`src/rtl/debounced_input_dev_if.sv`:
```
// Bus interface between the MEM stage and a debounced input bank.
// The master (CPU) drives address, store data and strobes; the slave
// returns combinational read data.
interface debounced_input_dev_if #(
    parameter int unsigned DBITS = 32
);
    logic [DBITS-1:0] addr;
    logic [DBITS-1:0] wdata;
    logic             we;
    logic             re;
    logic [DBITS-1:0] rdata;

    modport master (
        output addr,
        output wdata,
        output we,
        output re,
        input  rdata
    );

    modport slave (
        input  addr,
        input  wdata,
        input  we,
        input  re,
        output rdata
    );
endinterface

```
`src/rtl/debounced_input_dev.sv`:
```
// Memory-mapped debounced input bank (KEY/SW) for the pipelined CPU.
// Raw pins are synchronised, sampled every DEB_CYCLES clocks and a channel
// only changes in DATA once two consecutive samples agree. Three registers
// are exposed: DATA (RO), CTRL (READY/OVERRUN/IE) and EDGE (sticky rises, W1C).
module debounced_input_dev #(
    parameter int unsigned      DBITS      = 32,
    parameter int unsigned      NCH        = 4,
    parameter logic [DBITS-1:0] BASE       = 32'hFFFFF080,
    parameter int unsigned      DEB_CYCLES = 16,
    parameter bit               ACTIVE_LOW = 1'b1
) (
    input  logic                        clk,
    input  logic                        reset,
    debounced_input_dev_if.slave        bus,
    input  logic [NCH-1:0]              pins,
    output logic                        intr
);

    localparam int unsigned      CW        = (DEB_CYCLES > 1) ? $clog2(DEB_CYCLES) : 1;
    localparam logic [CW-1:0]    CNT_LAST  = CW'(DEB_CYCLES - 1);
    localparam logic [DBITS-1:0] ADDR_DATA = BASE;
    localparam logic [DBITS-1:0] ADDR_CTRL = BASE + DBITS'(4);
    localparam logic [DBITS-1:0] ADDR_EDGE = BASE + DBITS'(8);

    // CTRL bit positions
    localparam int unsigned CTRL_READY = 0;
    localparam int unsigned CTRL_OVR   = 2;
    localparam int unsigned CTRL_IE    = 8;

    // Input path
    logic [NCH-1:0] pins_in;
    logic [NCH-1:0] sync1_q, sync2_q;
    logic [CW-1:0]  cnt_q, cnt_d;
    logic           tick;
    logic [NCH-1:0] sample_q, sample_d;
    logic [NCH-1:0] data_q, data_d;
    logic [NCH-1:0] upd;
    logic [NCH-1:0] rise;
    logic           change;

    // Register file
    logic [NCH-1:0] edge_q, edge_d;
    logic           ready_q, ready_d;
    logic           ovr_q, ovr_d;
    logic           ie_q, ie_d;
    logic           intr_q, intr_d;

    // Bus decode
    logic           sel_data, sel_ctrl, sel_edge;
    logic           rd_data, wr_ctrl, wr_edge;
    logic [DBITS-1:0] rdata_c;
    logic           unused_wdata;

    assign pins_in = ACTIVE_LOW ? ~pins : pins;

    // Two-flop synchroniser for the asynchronous pins.
    // NOTE: sequential state uses non-blocking (<=) so every flop samples pre-edge values.
    always_ff @(posedge clk or posedge reset) begin
        if (reset) begin
            sync1_q <= '0;
            sync2_q <= '0;
        end else begin
            sync1_q <= pins_in;
            sync2_q <= sync1_q;
        end
    end

    // Sample-tick counter and two-sample agreement debounce.
    // NOTE: every always_comb output gets a default first so no latch is inferred.
    always_comb begin
        tick     = (cnt_q == CNT_LAST);
        cnt_d    = tick ? '0 : cnt_q + CW'(1);
        upd      = '0;
        sample_d = sample_q;
        data_d   = data_q;
        if (tick) begin
            // A channel moves only when the previous sample already held the new level.
            upd      = ~(sync2_q ^ sample_q) & (sync2_q ^ data_q);
            data_d   = data_q ^ upd;
            sample_d = sync2_q;
        end
        rise   = upd & sync2_q;
        change = |upd;
    end

    // Address decode: full-width compare so aliases never hit.
    always_comb begin
        sel_data = (bus.addr == ADDR_DATA);
        sel_ctrl = (bus.addr == ADDR_CTRL);
        sel_edge = (bus.addr == ADDR_EDGE);
        rd_data  = bus.re & sel_data;
        wr_ctrl  = bus.we & sel_ctrl;
        wr_edge  = bus.we & sel_edge;
    end

    // Status, edge latch and interrupt next-state; every "set" is applied last so it wins.
    always_comb begin
        ready_d = ready_q;
        ovr_d   = ovr_q;
        ie_d    = ie_q;
        edge_d  = edge_q;

        if (wr_ctrl) begin
            ie_d = bus.wdata[CTRL_IE];
            if (!bus.wdata[CTRL_OVR]) begin
                ovr_d = 1'b0;
            end
        end

        if (change) begin
            // A simultaneous DATA read consumed the old value, so it is not an overrun.
            if (ready_q && !rd_data) begin
                ovr_d = 1'b1;
            end
            ready_d = 1'b1;
        end else if (rd_data) begin
            ready_d = 1'b0;
        end

        if (wr_edge) begin
            edge_d = edge_q & ~bus.wdata[NCH-1:0];
        end
        edge_d = edge_d | rise;

        intr_d = ie_d & ready_d;
    end

    // Register state update.
    always_ff @(posedge clk or posedge reset) begin
        if (reset) begin
            cnt_q    <= '0;
            sample_q <= '0;
            data_q   <= '0;
            edge_q   <= '0;
            ready_q  <= 1'b0;
            ovr_q    <= 1'b0;
            ie_q     <= 1'b0;
            intr_q   <= 1'b0;
        end else begin
            cnt_q    <= cnt_d;
            sample_q <= sample_d;
            data_q   <= data_d;
            edge_q   <= edge_d;
            ready_q  <= ready_d;
            ovr_q    <= ovr_d;
            ie_q     <= ie_d;
            intr_q   <= intr_d;
        end
    end

    // Read mux from current state: a same-cycle write is seen only after the edge.
    always_comb begin
        rdata_c = '0;
        if (bus.re) begin
            if (sel_data) begin
                rdata_c[NCH-1:0] = data_q;
            end else if (sel_ctrl) begin
                rdata_c[CTRL_READY] = ready_q;
                rdata_c[CTRL_OVR]   = ovr_q;
                rdata_c[CTRL_IE]    = ie_q;
            end else if (sel_edge) begin
                rdata_c[NCH-1:0] = edge_q;
            end
        end
    end

    assign bus.rdata    = rdata_c;
    assign intr         = intr_q;
    assign unused_wdata = ^bus.wdata;

endmodule

```
`src/flat_wrapper.sv`:
```
// flat-port wrapper written by rule: the top's interface ports become plain ports
module debounced_input_dev_flat 
#(
    parameter int unsigned      DBITS      = 32,
    parameter int unsigned      NCH        = 4,
    parameter logic [DBITS-1:0] BASE       = 32'hFFFFF080,
    parameter int unsigned      DEB_CYCLES = 16,
    parameter bit               ACTIVE_LOW = 1'b1
)
  (clk, reset, pins, intr, bus_addr, bus_wdata, bus_we, bus_re, bus_rdata);
  debounced_input_dev_if #(.DBITS(DBITS)) bus_i ();
  input  logic clk;
  input  logic reset;
  input  logic [NCH-1:0] pins;
  output logic intr;
  input wire logic [$bits(bus_i.addr)-1:0] bus_addr;
  input wire logic [$bits(bus_i.wdata)-1:0] bus_wdata;
  input wire logic [$bits(bus_i.we)-1:0] bus_we;
  input wire logic [$bits(bus_i.re)-1:0] bus_re;
  output wire logic [$bits(bus_i.rdata)-1:0] bus_rdata;
  assign bus_i.addr = bus_addr;
  assign bus_i.wdata = bus_wdata;
  assign bus_i.we = bus_we;
  assign bus_i.re = bus_re;
  assign bus_rdata = bus_i.rdata;
  debounced_input_dev #(.DBITS(DBITS), .NCH(NCH), .BASE(BASE), .DEB_CYCLES(DEB_CYCLES), .ACTIVE_LOW(ACTIVE_LOW)) u_core (.clk(clk), .reset(reset), .bus(bus_i), .pins(pins), .intr(intr));
endmodule
```
`config.mk`:
```
export PLATFORM = sky130hd
export DESIGN_NAME = debounced_input_dev_flat
export DESIGN_NICKNAME = d
export VERILOG_FILES = /design/src/rtl/debounced_input_dev_if.sv /design/src/rtl/debounced_input_dev.sv /design/src/flat_wrapper.sv
export SDC_FILE = /design/constraint.sdc
export NUM_CORES = 1
export LEC_CHECK = 0
export CAP_MARGIN = 10
export CORE_MARGIN = 2
export CORE_UTILIZATION = 35
export CTS_CLUSTER_SIZE = 40
export DETAILED_ROUTE_END_ITERATION = 10
export GPL_TIMING_DRIVEN = 1
export PLACE_DENSITY = 0.77
export SYNTH_ARGS = -nofsm -noshare
export SYNTH_HDL_FRONTEND = slang
export SYNTH_SLANG_ARGS = --single-unit
```
`constraint.sdc`:
```
create_clock -name clk -period 2.6 [get_ports clk]
set_input_delay 0.52 -clock clk [delete_from_list [all_inputs] [get_ports clk]]
set_output_delay 0.52 -clock clk [all_outputs]
set_load 0.05 [all_outputs]
```
==> results of run 1 <==
-- final cells by class --
cell class	instances	area (um^2)	share of cell area
clock buffer	4	55.1	0.0253
inverter	11	41.3	0.0190
multi-input combinational	113	704	0.324
sequential	28	701	0.322
tap	50	62.6	0.0288
timing repair buffer	65	609	0.280
-- metrics by stage --
step	area [um^2]	hold WS [ps]	instances	worst slack, ps	TNS [ps]
floorplan	1650	331	182	-119	-471
global placement	2090	332	260	-495	-2980
detailed placement	2090	336	260	-496	-3040
CTS	2180	357	271	-245	-1010
global route	2170	365	271	-163	-553
finish	2170	354	271	-132	-398
-- worst reg2reg max path, delay by kind of cell (launching register included) --
| kind | cells | cell delay, ps |
|---|---|---|
| flip-flops | 1 | 420 |
| AND/OR/NAND/NOR | 4 | 880 |
| adder cells (fa/ha/maj) | 1 | 260 |
| AO/OA/AOI/OAI | 1 | 150 |
-- power by group --
| part | leakage (nW) | internal, W | switching, W |
|---|---|---|---|
| Clock | 0.0288 | 0.000135 | 0.000125 |
| Combinational | 0.704 | 0.0000700 | 0.000127 |
| Sequential | 0.328 | 0.000451 | 0.0000124 |
-- path summary, 6_finish.rpt --
check                             startpoint           endpoint  slack, ps
setup / recovery                 bus_addr[1]       bus_rdata[1]       -130
hold / removal             u_core.sync1_q[0]  u_core.sync2_q[0]        350
setup reg to reg             u_core.cnt_q[0]       u_core.ovr_q        770
hold reg to reg            u_core.sync1_q[0]  u_core.sync2_q[0]        350
max in group asynchronous              reset        u_core.intr       1740
min in group asynchronous              reset  u_core.sync1_q[0]        600
-- cells in the mapped netlist --
cell type | instances | area (um^2)
and2_1 | 2 | 12.5
conb_1 | 1 | 3.75
nor2b_1 | 1 | 6.26
dfrtp_1 | 28 | 701
nand4bb_1 | 1 | 11.3
o21ai_0 | 13 | 65.1
ha_1 | 1 | 12.5
nand2_1 | 10 | 37.5
a21oi_1 | 7 | 35.0
nor2_1 | 11 | 41.3
nand3_1 | 3 | 15.0
nand4_1 | 4 | 25.0
nor3_1 | 5 | 25.0
or4_1 | 2 | 15.0
a32o_1 | 2 | 20.0
nor4_1 | 1 | 6.26
or4b_4 | 1 | 13.8
a22oi_1 | 1 | 7.51
xor2_1 | 1 | 8.76
buf_2 | 1 | 5.00
a21boi_1 | 1 | 7.51
nand4b_1 | 1 | 8.76
and3_1 | 1 | 6.26
buf_4 | 27 | 203
or4b_1 | 1 | 10.0
mux2i_1 | 4 | 40.0
o31ai_4 | 1 | 21.3
mux2_4 | 1 | 15.0
o21ai_1 | 1 | 5.00
and3b_1 | 2 | 17.5
clkbuf_1 | 2 | 7.51
inv_1 | 11 | 41.3
a31oi_1 | 1 | 6.26
a21o_1 | 4 | 30.0
nor4b_1 | 1 | 8.76
nand2b_1 | 1 | 6.26
-- cells by family (layout without fill, tap and decap cells) --
family                   count (synthesis)  in the layout
AO/OA/AOI/OAI                           31             31
XOR/XNOR                                 1              1
adder cells (fa/ha/maj)                  1              1
buffers and inverters                   41             80
flip-flops                              28             28
multiplexers                             5              5
other                                    1             27
AND/OR/NAND/NOR                         48             48
-- what timing repair did --
item / in CTS / in global routing
resized for setup: 56 / 16
pin swaps: 12 / 11
setup endpoints to repair: 6 / 6
hold buffers: 0 / 0
buffers inserted: 7 / 1
-- per-layer routing --
metal	routed length, um	vias to the layer above	global-route usage
li1	-	612	-
met1	1330	603	0.169
met2	1560	68	0.223
met3	371	0	0.0465
met4	0	0	0.0261
met5	0	-	0
==> metrics.cfg, run 1 <==
[grt]
grt_overflow = 0
grt_use_total = 0.134
grt_pass1_vias = 1236
antenna_found_initial = 0
grt_max_degree = 29
grt_pass1_wl_mm = 5.42

[sta]
finalMaxSlewViolations = 0
finalClockSkew_ps = 2.02
finalCritPeriodShare = 1.05
worst_slack_ps = -132
rsz0062_at_grt = true
hold_viol_final = 0
fmax_mhz = 366
setup_viol = 5
fin_crit_ps = 2730

[die]
die_x_um = 69.5
initial_core_util = 0.370
die-area_um2 = 4830
die_h_um = 69.5
core_area_um2 = 4060
pin_count = 105
num_rows = 23

[placement]
gp_congestion = 0.806
hpwl_mm = 2.53
io_buffers = 50

[clock_tree]
cts_buffers = 3
clkTransAtPathRegs_ps = 90
clockBufferDepth = 2
clock-root-buffer = clkbuf_8
cts_sinks = 28
htreeDepth = 1
tritoncts = yes
clkLatencyLatePin_ps = 270

[worst_setup_path]
cp-start-kind = primary input
crit_required_ps = 2080
cpMostUsedCell = or4_4
crit_arrival_ps = 2210
crit_cells = 6
critPathMaxFanout = 6
cp_slowest_cell = or4_4
crit_type = in -> out
critPathCaptureType = output pin
path_delay_family = simple AND/OR/NAND/NOR gates
reg2reg_depth = 6
crit_chain = buf_6, nand4b_1, or4_4, or4_4, nor3_4, buf_12
cp.buffers_inverters = 2
max_stage_delay_ps = 530

[min_path]
hold_class = reg -> reg
holdPathStages = 0

[logic_synthesis]
syn_inst = 156
synth_adder_area_share = 0.00833
ys_seq_area_frac = 0.467
yosysWarnings = 0
synth_compound_area_frac = 0.132
synth_top_family_by_area = simple AND/OR/NAND/NOR gates
synth_cell_types = 36
synth_seq_cells = 28
avgSynthCellArea_um2 = 9.62
synth_mux_area_frac = 0.0367
synthSimpleGateAreaFrac = 0.178
synthesis.area_um2 = 1500
synthXorXnorAreaFrac = 0.00583

[cells_and_area]
final_util = 0.536
nFillCells = 375
final_common_cell = dfrtp_1
num_antenna_cells = 0
drive_gt1_frac = 0.240
most-common-layout-cells = dfrtp_1 (28), conb_1 (27), clkdlybuf4s50_1 (19)
nets = 295
syn_to_final_growth_pct = 44.7

[detailed_routing]
drt_pre_antenna_iters = 4
wire_per_inst_um = 12.0
routed_via_density = 4.73
vias = 1283
drc = 0
drt_wl_total_mm = 3.27
first_iter_violations = 50
postRouteAntennaNets = 0

[power]
power.density_nw_per_um2 = 424
p_total_w = 0.000921
p_leak_nw = 1.06
vdd_drop_max_uv = 323

[run]
maxCapViolCount = 0

[status]
status = finished, violations left
failed_checks = setup timing

No activity file was read; power rests on OpenSTA's default activity.
==> inputs of run 2 (changes only) <==
--- a/config.mk
+++ b/config.mk
@@ -12,6 +12,7 @@
 export DETAILED_ROUTE_END_ITERATION = 10
 export GPL_TIMING_DRIVEN = 1
 export PLACE_DENSITY = 0.77
+export SETUP_SLACK_MARGIN = 0.2
 export SYNTH_ARGS = -nofsm -noshare
 export SYNTH_HDL_FRONTEND = slang
 export SYNTH_SLANG_ARGS = --single-unit
==> metrics.cfg, run 2 (synthesis results as in run 1) <==
[cells_and_area]
drive_gt1_frac = 0.268  ; was 0.240
nets = 294  ; was 295
num_antenna_cells = 0  ; unchanged
final_common_cell = dfrtp_1  ; unchanged
most-common-layout-cells = dfrtp_1 (28), conb_1 (27), clkdlybuf4s50_1 (19)  ; unchanged
syn_to_final_growth_pct = 44.4  ; was 44.7%
instances_no_fill = 270  ; was 271

[power]
power.density_nw_per_um2 = 423  ; was 424 nW/um^2
p_leak_nw = 1.05  ; was 1.06 nW
vdd_drop_max_uv = 278  ; was 323 uV

[die]
die_x_um = 69.5  ; unchanged
num_rows = 23  ; unchanged
core_area_um2 = 4060  ; unchanged
initial_core_util = 0.370  ; unchanged
die-area_um2 = 4830  ; unchanged
die_h_um = 69.5  ; unchanged
pin_count = 105  ; unchanged

[placement]
hpwl_mm = 2.43  ; was 2.53 mm
io_buffers = 50  ; unchanged
pre_cts_ws_ps = -495  ; was -496 ps
dp_cells = 260  ; unchanged
gp_congestion = 0.782  ; was 0.806

[sta]
rsz0062_at_grt = true  ; unchanged
hold_viol_final = 0  ; unchanged
worst_slack_ps = -82.2  ; was -132 ps
fin_crit_ps = 2680  ; was 2730 ps
finalCritPeriodShare = 1.03  ; was 1.05
slew_headroom = 0.660
setup_viol = 2  ; was 5
finalClockSkew_ps = 2.51  ; was 2.02 ps
worst_slew_pin_slew_ps = 508
finalMaxSlewViolations = 0  ; unchanged
fmax_mhz = 373  ; was 366 MHz

[worst_setup_path]
regToRegStartpoint = u_core.cnt_q[0]  ; unchanged
reg2reg_depth = 6  ; unchanged
r2r_end = u_core.ovr_q  ; unchanged
cp_slowest_cell = or4_4  ; unchanged
crit_chain = clkbuf_2, or4b_4, or4_4, nor3_4, buf_12  ; was buf_6, nand4b_1, or4_4, or4_4, nor3_4, buf_12
critPathCaptureType = output pin  ; unchanged
crit_arrival_ps = 2160  ; was 2210 ps
critPathMaxFanout = 6  ; unchanged
crit_type = in -> out  ; unchanged
max_stage_delay_ps = 610  ; was 530 ps
reg2reg_slack_ps = 820  ; was 770 ps
cp.buffers_inverters = 2  ; unchanged
crit_required_ps = 2080  ; about the same
cp-start-kind = primary input  ; unchanged
path_delay_family = simple AND/OR/NAND/NOR gates  ; unchanged

[grt]
grt_use_total = 0.128  ; was 0.134
antenna_found_initial = 0  ; unchanged
grt_max_degree = 29  ; unchanged
grt_pass1_vias = 1145  ; was 1236
grt_overflow = 0  ; unchanged
grt_pass1_wl_mm = 5.11  ; was 5.42 mm

[detailed_routing]
routed_via_density = 4.55  ; was 4.73
wire_per_inst_um = 11.5  ; was 12.0 um
drc = 0  ; unchanged
postRouteAntennaNets = 0  ; unchanged
vias = 1229  ; was 1283
first_iter_violations = 38  ; was 50
drt_pre_antenna_iters = 4  ; unchanged
drt_wl_total_mm = 3.10  ; was 3.27 mm

[clock_tree]
clkTransAtPathRegs_ps = 90  ; about the same
tritoncts = yes  ; unchanged
cts_buffers = 3  ; unchanged
clkLatencyLatePin_ps = 260  ; was 270 ps
clockBufferDepth = 2  ; unchanged
clock-root-buffer = clkbuf_8  ; unchanged
cts_sinks = 28  ; unchanged
holdBufCountCts = 0  ; unchanged
htreeDepth = 1  ; unchanged

[min_path]
hold_class = reg -> reg  ; unchanged
worstHoldStart = u_core.sync1_q[1]  ; was u_core.sync1_q[0]
holdPathStages = 0  ; unchanged
hold_end = u_core.sync2_q[1]  ; was u_core.sync2_q[0]

[status]
status = finished, violations left  ; unchanged
failed_checks = setup timing  ; unchanged

[run]
maxCapViolCount = 0  ; unchanged

-- run 2: cell types whose count changed in the layout (fill, tap and decap cells not counted), sizes merged --
cell | before | now
dlygate4sd2 | 4 | 0
dlymetal6s2s | 3 | 2
clkdlybuf4s15 | 4 | 2
buf | 29 | 36
clkbuf | 10 | 9
-- run 2: power by group --
part / total [W] / internal [W] / switching, W
clock network: 0.000256 / 0.000135 / 0.000121
logic: 0.000197 / 0.0000706 / 0.000127
registers: 0.000463 / 0.000451 / 0.0000120
-- run 2: worst max path at each step --
stage                            start           end  slack [ps]  cells after the start
after CTS                 bus_addr[22]  bus_rdata[1]        -170                      6
after global placement    bus_addr[31]  bus_rdata[1]        -490                      6
after global routing      bus_addr[22]  bus_rdata[1]        -120                      6
final                     bus_addr[10]  bus_rdata[1]         -80                      5
after detailed placement  bus_addr[31]  bus_rdata[1]        -490                      6
after floorplan            bus_addr[9]  bus_rdata[1]        -120                      4
-- run 2: repair_timing --
| item | CTS | global route |
|---|---|---|
| endpoints found under the setup margin | 9 | 8 |
| pin swaps | 12 | 8 |
| buffers inserted | 6 | 0 |
| resized for setup | 79 | 14 |
-- run 2: cell type report --
type | instances | area (um^2)
Clock buffer | 4 | 55.1
Fill cell | 372 | 1890
Inverter | 11 | 41.3
Multi-Input combinational cell | 113 | 704
Sequential cell | 28 | 701
Tap cell | 50 | 62.6
Timing Repair Buffer | 64 | 604
-- run 2: metal layers --
| layer | routed length, um | vias to the layer above | track usage |
|---|---|---|---|
| met5 | 0 | - | 0 |
| met1 | 1300 | 554 | 0.166 |
| met4 | 0 | 0 | 0.0261 |
| met2 | 1450 | 66 | 0.213 |
| met3 | 346 | 0 | 0.0378 |
| li1 | - | 609 | - |
-- run 2: through the flow --
stage	total power, W	setup TNS, ps	area [um^2]	util	hold slack, ps
after global placement	0.000672	-2870	2090	0.516	331
after CTS	0.000925	-638	2170	0.536	356
after global routing	0.000966	-394	2170	0.534	359
after floorplan	0.000623	-471	1650	-	331
after detailed placement	0.000674	-2970	2090	0.516	336
final	0.000917	-153	2170	0.534	354
